--- config.mk ---
export PLATFORM = sky130hd
export DESIGN_NAME = inst_buffer
export DESIGN_NICKNAME = d
export VERILOG_FILES = /design/src/rtl/inst_buffer.sv
export SDC_FILE = /design/constraint.sdc
export NUM_CORES = 1
export LEC_CHECK = 0
export CAP_MARGIN = 5
export CORE_AREA = 4 4 168 210
export CTS_BUF_LIST = sky130_fd_sc_hd__clkbuf_8
export DETAILED_ROUTE_END_ITERATION = 10
export DIE_AREA = 0 0 172 214
export PLACE_DENSITY = 0.77
export SLEW_MARGIN = 0
export SYNTH_ARGS = -nofsm -noshare
export SYNTH_HDL_FRONTEND = slang
export SYNTH_SLANG_ARGS = --single-unit
export TNS_END_PERCENT = 1
--- constraint.sdc ---
create_clock -name clock -period 7.1 [get_ports clock]
set_input_delay 1.42 -clock clock [delete_from_list [all_inputs] [get_ports clock]]
set_output_delay 1.42 -clock clock [all_outputs]
set_load 0.005 [all_outputs]
--- src/rtl/inst_buffer.sv ---
// inst_buffer: circular instruction queue between fetch and decode.
// Holds {inst, pc} pairs in strict FIFO order, presents the oldest entry
// to the decoder and is cleared by a mispredict flush.
// Optional feature: define IBUF_BYPASS_EN to let an instruction arriving
// into an empty buffer appear on out_* in the same cycle.
module inst_buffer #(
  parameter int DEPTH = 8,
  parameter int XLEN  = 32,
  parameter int CNT_W = $clog2(DEPTH) + 1
) (
  input  logic             clock,
  input  logic             reset,
  input  logic             flush,
  input  logic             in_valid,
  input  logic [31:0]      in_inst,
  input  logic [XLEN-1:0]  in_pc,
  output logic             in_ready,
  input  logic             out_ready,
  output logic             out_valid,
  output logic [31:0]      out_inst,
  output logic [XLEN-1:0]  out_pc,
  output logic [CNT_W-1:0] count,
  output logic             full,
  output logic             empty
);

  localparam int PTR_W = $clog2(DEPTH);

  logic [PTR_W-1:0] head_r;
  logic [PTR_W-1:0] tail_r;
  logic [CNT_W-1:0] count_r;

  // Storage is deliberately left unreset; outputs are masked while empty.
  logic [31:0]     inst_mem_r [DEPTH];
  logic [XLEN-1:0] pc_mem_r   [DEPTH];

  logic full_s;
  logic empty_s;
  logic pass_s;
  logic enq_s;
  logic deq_s;

  // Status flags come only from the registered occupancy, so in_ready has
  // no combinational path from out_ready.
  always_comb begin
    full_s  = (count_r == CNT_W'(DEPTH));
    empty_s = (count_r == {CNT_W{1'b0}});
  end

  // Fire conditions; a bypassed instruction is consumed without a write.
  always_comb begin
`ifdef IBUF_BYPASS_EN
    pass_s = empty_s & in_valid & out_ready & ~flush;
`else
    pass_s = 1'b0;
`endif
    enq_s = in_valid & ~full_s & ~pass_s;
    deq_s = out_ready & ~empty_s;
  end

  // Pointer and occupancy update; flush wins over any same-cycle traffic.
  always_ff @(posedge clock or posedge reset) begin
    if (reset) begin
      head_r  <= {PTR_W{1'b0}};
      tail_r  <= {PTR_W{1'b0}};
      count_r <= {CNT_W{1'b0}};
    end else if (flush) begin
      head_r  <= {PTR_W{1'b0}};
      tail_r  <= {PTR_W{1'b0}};
      count_r <= {CNT_W{1'b0}};
    end else begin
      if (enq_s) begin
        tail_r <= tail_r + PTR_W'(1);
      end
      if (deq_s) begin
        head_r <= head_r + PTR_W'(1);
      end
      case ({enq_s, deq_s})
        2'b10:   count_r <= count_r + CNT_W'(1);
        2'b01:   count_r <= count_r - CNT_W'(1);
        default: count_r <= count_r;
      endcase
    end
  end

  // Write the incoming instruction and its PC at the tail slot.
  always_ff @(posedge clock) begin
    if (enq_s && !flush) begin
      inst_mem_r[tail_r] <= in_inst;
      pc_mem_r[tail_r]   <= in_pc;
    end
  end

  // Head presentation: stored entry when occupied, else the bypass path
  // (if built in), else zeros.
  always_comb begin
    in_ready  = ~full_s;
    full      = full_s;
    empty     = empty_s;
    count     = count_r;
    out_valid = 1'b0;
    out_inst  = 32'h0;
    out_pc    = {XLEN{1'b0}};
    if (!empty_s) begin
      out_valid = 1'b1;
      out_inst  = inst_mem_r[head_r];
      out_pc    = pc_mem_r[head_r];
    end else begin
`ifdef IBUF_BYPASS_EN
      if (in_valid && !flush) begin
        out_valid = 1'b1;
        out_inst  = in_inst;
        out_pc    = in_pc;
      end else begin
        out_valid = 1'b0;
      end
`else
      out_valid = 1'b0;
`endif
    end
  end

endmodule

==> results.txt <==
The top-level port count is roughly 140. For this run the aggregate overflow at the end of global routing stands at 0. The number of nets in the final layout is approximately 1.2k. The total length of routed wires is 37.79 mm. In this run, distinct cell masters in the synthesized netlist total 30. The library cell used most frequently in the layout, excluding fill and tap cells, is edfxtp_1. The switching power summed over all nets is between 2 and 2.5 mW. The shortest clock period the worst path allows after layout came out at a little under 5 ns. For this run, design rule violations remaining after detail routing come to 0. In this run, CTS created clock tree buffers numbering between 70 and 80. Traced cell by cell, the critical path runs through or4_1, inv_2, buf_4, nor2_1, clkdlybuf4s50_1. The startpoint class of the critical path is a register. The final count of negative-setup-slack endpoints is 0. The leading area contributor after synthesis is edfxtp_1. The area growth from synthesis to layout came out at 16.73%. On the critical path, the stage with the largest delay is an instance of inv_2.

The post-CTS setup buffer count came out at 0. The tightest slew margin relative to the limit came out at between 20% and 30%. The power consumption came out at roughly 7.9 mW. The layer flagged by global routing as most heavily used is met2. The remaining antenna violation count after routing is 0. By area the synthesized netlist is led by edfxtp_1 77%, mux4_2 14%, mux2i_1 3.4%, nor2_1 1.5%, dfrtp_1 1.2%. The number of iterations in the first detailed-routing pass is 5. When the netlist entered floorplanning its net count stood at 955.

The maximum root-to-sink buffer count came out at 3. Global routing consumed, over all layers together, 21.44% of the routing resources. The number of vias after detailed routing is 9,305. The worst endpoint data arrival time is 3.55 ns. The internal portion of the total power is about 5.8 mW. The peak fanout along the critical path is slightly below 50. The TritonCTS clock tree is yes.

For this design the static power due to leakage is 7.311 nW. The average footprint of a synthesized cell is 22.71 um^2. Summing all multi-input logic gate instances after layout gives between 4000 and 5000 um^2. Data on the critical path is required at its endpoint by between 5 and 6 ns. The count of filler cells inserted in the layout is between 1.5k and 2k. After routing, the total negative slack on setup checks comes to 0 ns. The number of standard cells in the final layout excluding fillers came out at ~1.6k. The via count of the first global-routing pass is 10.07k. The initial antenna violation count is 4. The clock-pin transition on the worst setup and hold timing paths is around 0.06 ns. For this design the ratio of total power to cell area is between 300 and 400 nW/um^2. The category of the critical setup timing path is reg2out.

The floorplan step set the die width to between 150 and 200 um. The pin slew with the least headroom to its limit is approximately 1.1 ns. The post-synthesis cell area came out at around 20,000 um^2.

The final max-slew violation count was 0. The violation count after the first detailed-routing iteration is 740. The met2 track utilization from global routing is 35.63%. The worst clock skew is about 0.025 ns.

The maximum cell stage delay along the critical path is 0.83 ns. The cell count after synthesis is ~880. The run finished with clean final reports. The global-route track usage on met1 is between 20 and 30%. The tightest min-delay check is of the reg2reg type. The starting utilization of the core area is about three fifths. Net switching is roughly a quarter of the power. In this run, flip-flops and latches consume about 46% of the power. The number of sinks on the clock net came out at between 500 and 600. The post-route clock period utilization is a little over two thirds.

The share of synthesized area in the top cell type comes to around 77%. The detailed placer's ending HPWL is between 20 and 25 mm. Setup repair after global routing left no endpoint under its margin.

Routability-driven placement finished with a final weighted congestion of around 0.73. STA classifies the critical path endpoint as an output pin. The number of maximum-capacitance violations is 0.

The die covers around 37,000 um^2. The part of the Yosys area used for sequential elements is about four fifths. The library cell used as clock root buffer is clkbuf_8. The cell count after placement came out at roughly 1.4k. The number of warnings reported in the yosys synthesis log is 0. The number of core rows is 75.

The floorplan core area is approximately 33,000 um^2. At the later pin of the worst-skew pair, clock insertion delay measures ~0.6 ns. The die height is about 210 um.

The relative contribution of combinational cells to total power came out at roughly a quarter. The clock power share came out at between 20% and 30%. The average wire per cell in the routed design is ~24 um. The number of resized instances in the post-cts repair step came out at 0. The first-pass GRT wire length is 59.52 mm. The peak supply drop came out at around 210 uV. The maximum frequency from static timing analysis came out at just over 200 MHz. The area of all sequential standard cells is roughly 16,000 um^2.

The ratio of cells with drive above 1 in the final layout came out at between 20% and 30%. The number of H-tree branching levels came out at 3. The register bit total from synthesis is approximately 520. Hold repair after CTS inserted 0 buffers. In the layout the commonest cells are 512 x edfxtp_1, 140 x clkdlybuf4s50_1, 128 x mux4_2, 81 x clkbuf_8, 73 x nor2_1. The number of buffers added on ports came out at 140. Entering global routing, the biggest net connects slightly above 60 pins. The met3 track demand over resource in global routing is around 4%. The via count normalized by instance count is about 6.0. The final hold violation count came to 0.
==> power groups by stage <==
stage | Sequential (mW) | Clock [mW] | Combinational [mW]
after floorplan | 3.59 | 0 | 1.29
after global placement | 3.69 | 0 | 2.12
after detailed placement | 3.69 | 0 | 2.14
after CTS | 3.63 | 2.20 | 2.15
after global routing | 3.64 | 2.36 | 2.29
final | 3.62 | 2.14 | 2.10
==> metrics by stage <==
step	setup WS (ns)	hold WS, ns	instance area (um^2)	util [%]
floorplan	0.3313	0.5454	20030	-
global placement	2.337	0.5897	22000	65.85
detailed placement	2.193	0.6120	22000	65.85
CTS	2.004	0.6271	23360	69.93
global route	1.798	0.6803	23380	69.99
finish	2.129	0.6335	23380	69.99
==> worst max-delay path, delay by kind of cell, from the launching register on <==
family | cells | cell delay (ns)
flops | 1 | 0.49
buf+inv | 3 | 1.69
simple gates | 2 | 0.75
==> layer usage <==
layer	part of all wire (%)	vias up
met5	0.021	-
met4	2.3	2
met3	5.8	59
met2	53	323
met1	39	4852
li1	-	4069
==> final cells by class <==
type / count / area share, %
antenna: 3 / 0.03211
clock buffer: 81 / 4.768
clock inverter: 53 / 1.070
inverter: 4 / 0.06422
multi-input combinational: 311 / 18.16
sequential: 522 / 66.88
tap: 423 / 2.264
timing repair buffer: 162 / 6.769
==> kinds of logic after synthesis <==
| group | Yosys count | synth area share [%] |
|---|---|---|
| flip-flops | 522 | 78.01 |
| multiplexers | 196 | 17.79 |
| AND/OR/NAND/NOR | 94 | 2.011 |
| buffers and inverters | 49 | 1.074 |
| XOR/XNOR | 9 | 0.4873 |
| AO/OA/AOI/OAI | 8 | 0.3811 |
| adder cells (fa/ha/maj) | 4 | 0.2499 |
==> synthesized netlist by cell type <==
library cell,instances
edfxtp_1,512
mux4_2,128
nor2_1,79
mux2i_1,68
clkbuf_1,18
buf_2,13
buf_1,12
dfrtp_1,10
xor2_1,5
ha_1,4
inv_1,3
nand2_1,3
nand3_1,3
xnor2_1,3
a21oi_1,2
a31oi_1,2
buf_6,2
nand2b_1,2
nor3_1,2
a211o_1,1
a21oi_2,1
a311oi_1,1
and4b_1,1
inv_2,1
nand2_8,1
o41ai_4,1
or3_1,1
or4_1,1
or4b_4,1
xor2_4,1
==> flip-flops by register name, summed over array words and instances (netlist names) <==
name        flops
inst_mem_r    256
pc_mem_r      256
count           4
head_r          3
tail_r          3
==> final timing paths <==
check                                      start                          end  slack, ns  depth (start not counted)
max in group asynchronous                  reset        head_r[2]$_DFFE_PP0P_       5.67                          2
hold reg to reg            tail_r[0]$_DFFE_PP0P_        tail_r[0]$_DFFE_PP0P_       0.63                          2
min in group asynchronous                  reset         count[3]$_DFFE_PP0P_       1.11                          2
hold / removal             tail_r[0]$_DFFE_PP0P_        tail_r[0]$_DFFE_PP0P_       0.63                          2
setup reg to reg            count[1]$_DFFE_PP0P_  inst_mem_r[2][19]$_DFFE_PP_       3.99                          5
setup / recovery            count[0]$_DFFE_PP0P_                 out_inst[31]       2.13                          5
Power figures use the tool's default switching activity.
==> patch 1 (config.mk and constraints unchanged) <==
The option `IBUF_BYPASS_EN` is turned on by a define.
--- a/src/rtl/inst_buffer.sv
+++ b/src/rtl/inst_buffer.sv
@@ -3,6 +3,8 @@
 // to the decoder and is cleared by a mispredict flush.
 // Optional feature: define IBUF_BYPASS_EN to let an instruction arriving
 // into an empty buffer appear on out_* in the same cycle.
+`define IBUF_BYPASS_EN
+
 module inst_buffer #(
   parameter int DEPTH = 8,
   parameter int XLEN  = 32,
Behaviour: not the same (a bounded check fails within 4 cycles, from zero or initial values and one cycle with reset high).
==> patch 1 against the unedited design <==
  * Total power decreased by 1.5%
  * Worst setup slack got worse by 570 ps
  * Synthesized area up 2.6%
  * Sequential cell count unchanged
  * Global-route usage up 1.0 points
  * Hold slack got worse by 21 ps
  * Design area increased by 2.0%
  * Routed wire length rose by 5.7%
  * Sequential power is essentially flat
==> patch 1: results <==
[cells_and_area]
multi_input_comb_cells = 385
finalNetCount = 1227
multi_input_area_share_pct = 19.70
diodes = 2
num-clock-buffers = 79
fin_area_sq_um = 23850
n_all_inverters = 7
final.fill_count = 2015
bufAreaShareNonClock_pct = 6.778
clkCellAreaFrac_pct = 5.613

[drt]
wl_met1_mm = 15.83
wl_per_cell_um = 24.47
wl_met2_mm = 21.01
num_vias = 10130
top_layer = "met4"
wl_met3_mm = 2.237

[logic_synthesis]
synth_nets = 1046
yosysSeqAreaShare_pct = 76.01
ys_types = 43

[clock_network]
numCtsBuffers = 76

[global_route]
grt_pass1_wl_mm = 62.47
antenna_found_initial = 2
gr-usage-met3_pct = 3.821
grtUsageMet2_pct = 37.09
grt_max_degree = 81
grt.total_usage_pct = 22.48

[timing]
slew_headroom_pct = 21.39
skew_ps = 15.54

[pwr]
max-vdd-ir-drop_mv = 0.2462
leakage_uw = 0.007312
power_switching_uw = 2064
powerSeq_uw = 3630

[run_status]
status = "finished clean"

[critical_path]
critPathMaxFanout = 26

[place]
routabilityCongestion = 0.7731
preCtsSetupSlack_ps = 1545
patch 1: worst paths after layout:
kind | from | to | slack (ps) | cells past startpoint
worst max-delay path | flush | out_inst[23] | 1550 | 6
worst min-delay path | tail_r[0] | tail_r[0] | 610 | 2
worst min register to register | tail_r[0] | tail_r[0] | 610 | 2
min in group asynchronous | reset | count[3] | 1120 | 2
max in group asynchronous | reset | head_r[0] | 5650 | 2
worst max register to register | count[1] | inst_mem_r[2][7] | 4140 | 5
patch 1: cells by family after synthesis:
| kind of cell | after synthesis | share of synthesized area, % |
|---|---|---|
| flops | 522 | 76.01 |
| mux | 194 | 17.24 |
| simple gates | 97 | 2.495 |
| compound gates | 86 | 2.356 |
| buf+inv | 66 | 1.485 |
| xor+xnor | 4 | 0.1705 |
| fa+ha+maj | 4 | 0.2435 |
patch 1: worst max-delay path, stage by stage:
cell	delay (ps)
clkdlybuf4s50_1	670
nor2_4	740
buf_4	490
nand3_1	120
o21ai_1	120
clkdlybuf4s50_1	540
==> patch 2 (same settings) <==
Without the edit above. One comparison of `count_r` changes from == to >=.
--- a/src/rtl/inst_buffer.sv
+++ b/src/rtl/inst_buffer.sv
@@ -43,7 +43,7 @@
   // Status flags come only from the registered occupancy, so in_ready has
   // no combinational path from out_ready.
   always_comb begin
-    full_s  = (count_r == CNT_W'(DEPTH));
+    full_s  = (count_r >= CNT_W'(DEPTH));
     empty_s = (count_r == {CNT_W{1'b0}});
   end
 
Function: no difference found for any inputs over 4 cycles, from zero or initial values and one cycle with reset high; that may be too few to reach the edited logic, so the function may still have changed.
==> patch 2 against the unedited design <==
  * Via count increased by 0.48%
  * Total power decreased by 5.9%
  * Sequential cell count unchanged
  * Routed wire length increased by 0.12%
  * Worst setup slack got worse by 16 ps
  * Die area unchanged
  * Design area about the same
  * Synthesized area increased by 0.28%
  * Largest power group unchanged
==> patch 2: results <==
[critical_path]
critPathCaptureType = "output port"
critPathMaxFanout = 44
r2r_slack_ps = 4210
reg2reg_to = "pc_mem_r[7][1]"
arrival_ps = 3570
timing.rr.start = "count[3]"

[min_path]
holdPathEnd = "tail_r[0]"
min_path_type = "flop to flop"
min_path_cells = 2
hp-start = "tail_r[0]"

[cells_and_area]
drive_above_1_share_pct = 22.41
finalNetCount = 1155

[drt]
drt_wl_total_mm = 37.84
num_vias = 9350
first_iter_violations = 758

[logic_synthesis]
synthArstFlopShare_pct = 1.916
yosysSeqAreaShare_pct = 77.79
ys_types = 31
synthTopCellsByArea = "edfxtp_1 77%, mux4_2 14%, mux2i_1 3.2%"
synth_common_cells = "512 x edfxtp_1, 128 x mux4_2, 79 x nor2_1"
synth_nets = 965

[place]
dp_hpwl_mm = 20.38
place_area_sq_um = 22000
routabilityCongestion = 0.7406
numPortBuffers = 140

[run_status]
status = "finished clean"

[pwr]
leakage_uw = 0.007247
max-vdd-ir-drop_mv = 0.2672

[global_route]
grt.total_usage_pct = 21.04
grt_pass1_wl_mm = 58.19
grtUsageMet2_pct = 34.26
antenna_found_initial = 3
gr-usage-met3_pct = 4.485
grt_max_degree = 83
use_met1_pct = 29.46
grt_pass1_vias = 10040

[timing]
slew_headroom_pct = 21.46
skew_ps = 19.24

[clock_network]
clk_pin_slew_ps = 60
clock_latency_ps = 590
numCtsBuffers = 76
root_buffer = "clkbuf_8"
[patch 2: how the worst max path moves through the flow]
stage,start,endpoint,slack [ps]
floorplan,in_valid,inst_mem_r[0][0],290
global placement,head_r[0],out_pc[24],2630
detailed placement,head_r[0],out_pc[24],2650
CTS,head_r[0],out_pc[24],1980
global route,head_r[0],out_pc[24],1780
finish,count[0],out_pc[6],2110
[patch 2: where the power goes]
part	internal (uW)	leakage, uW	switching (uW)
Sequential	3490	0.00475	99.7
Combinational	907	0.00171	742
Clock	1080	0.000782	1070
[patch 2: per-layer routing]
metal,share of wire (%),up-vias,wire [um]
li1,-,4096,-
met1,41,4903,15590
met2,51,295,19460
met3,5.7,52,2158
met4,1.6,4,602
met5,0.071,-,27
[patch 2: final cells by class]
| type | instances | area, sq um |
|---|---|---|
| inverter | 3 | 11.26 |
| clock buffer | 80 | 1101 |
| fill | 2052 | 10050 |
| tap | 423 | 529.3 |
| timing repair buffer | 157 | 1592 |
| sequential | 522 | 15640 |
| multi-input combinational | 322 | 4228 |
| clock inverter | 54 | 260.3 |
| antenna | 1 | 2.502 |
[patch 2: per-stage QoR]
| step | std cells | hold slack, ps | worst slack [ps] |
|---|---|---|---|
| floorplan | 892 | 550.4 | 292.1 |
| global placement | 1427 | 574.3 | 2632 |
| detailed placement | 1427 | 594.8 | 2648 |
| CTS | 1561 | 607.7 | 1983 |
| global route | 1562 | 662.2 | 1783 |
| finish | 1562 | 615.0 | 2113 |
[patch 2: critical path, stage by stage (launching register included)]
cell,delay (ps)
dfrtp_1,460
or4_1,650
inv_2,820
buf_4,430
nor2_1,100
clkdlybuf4s50_1,480
[patch 2: logic make-up after synthesis]
group,share of synthesized area [%]
XOR/XNOR,0.2180
flip-flops,77.79
AO/OA/AOI/OAI,0.4236
buffers and inverters,1.439
adder cells (fa/ha/maj),0.2492
multiplexers,17.59
AND/OR/NAND/NOR,2.292
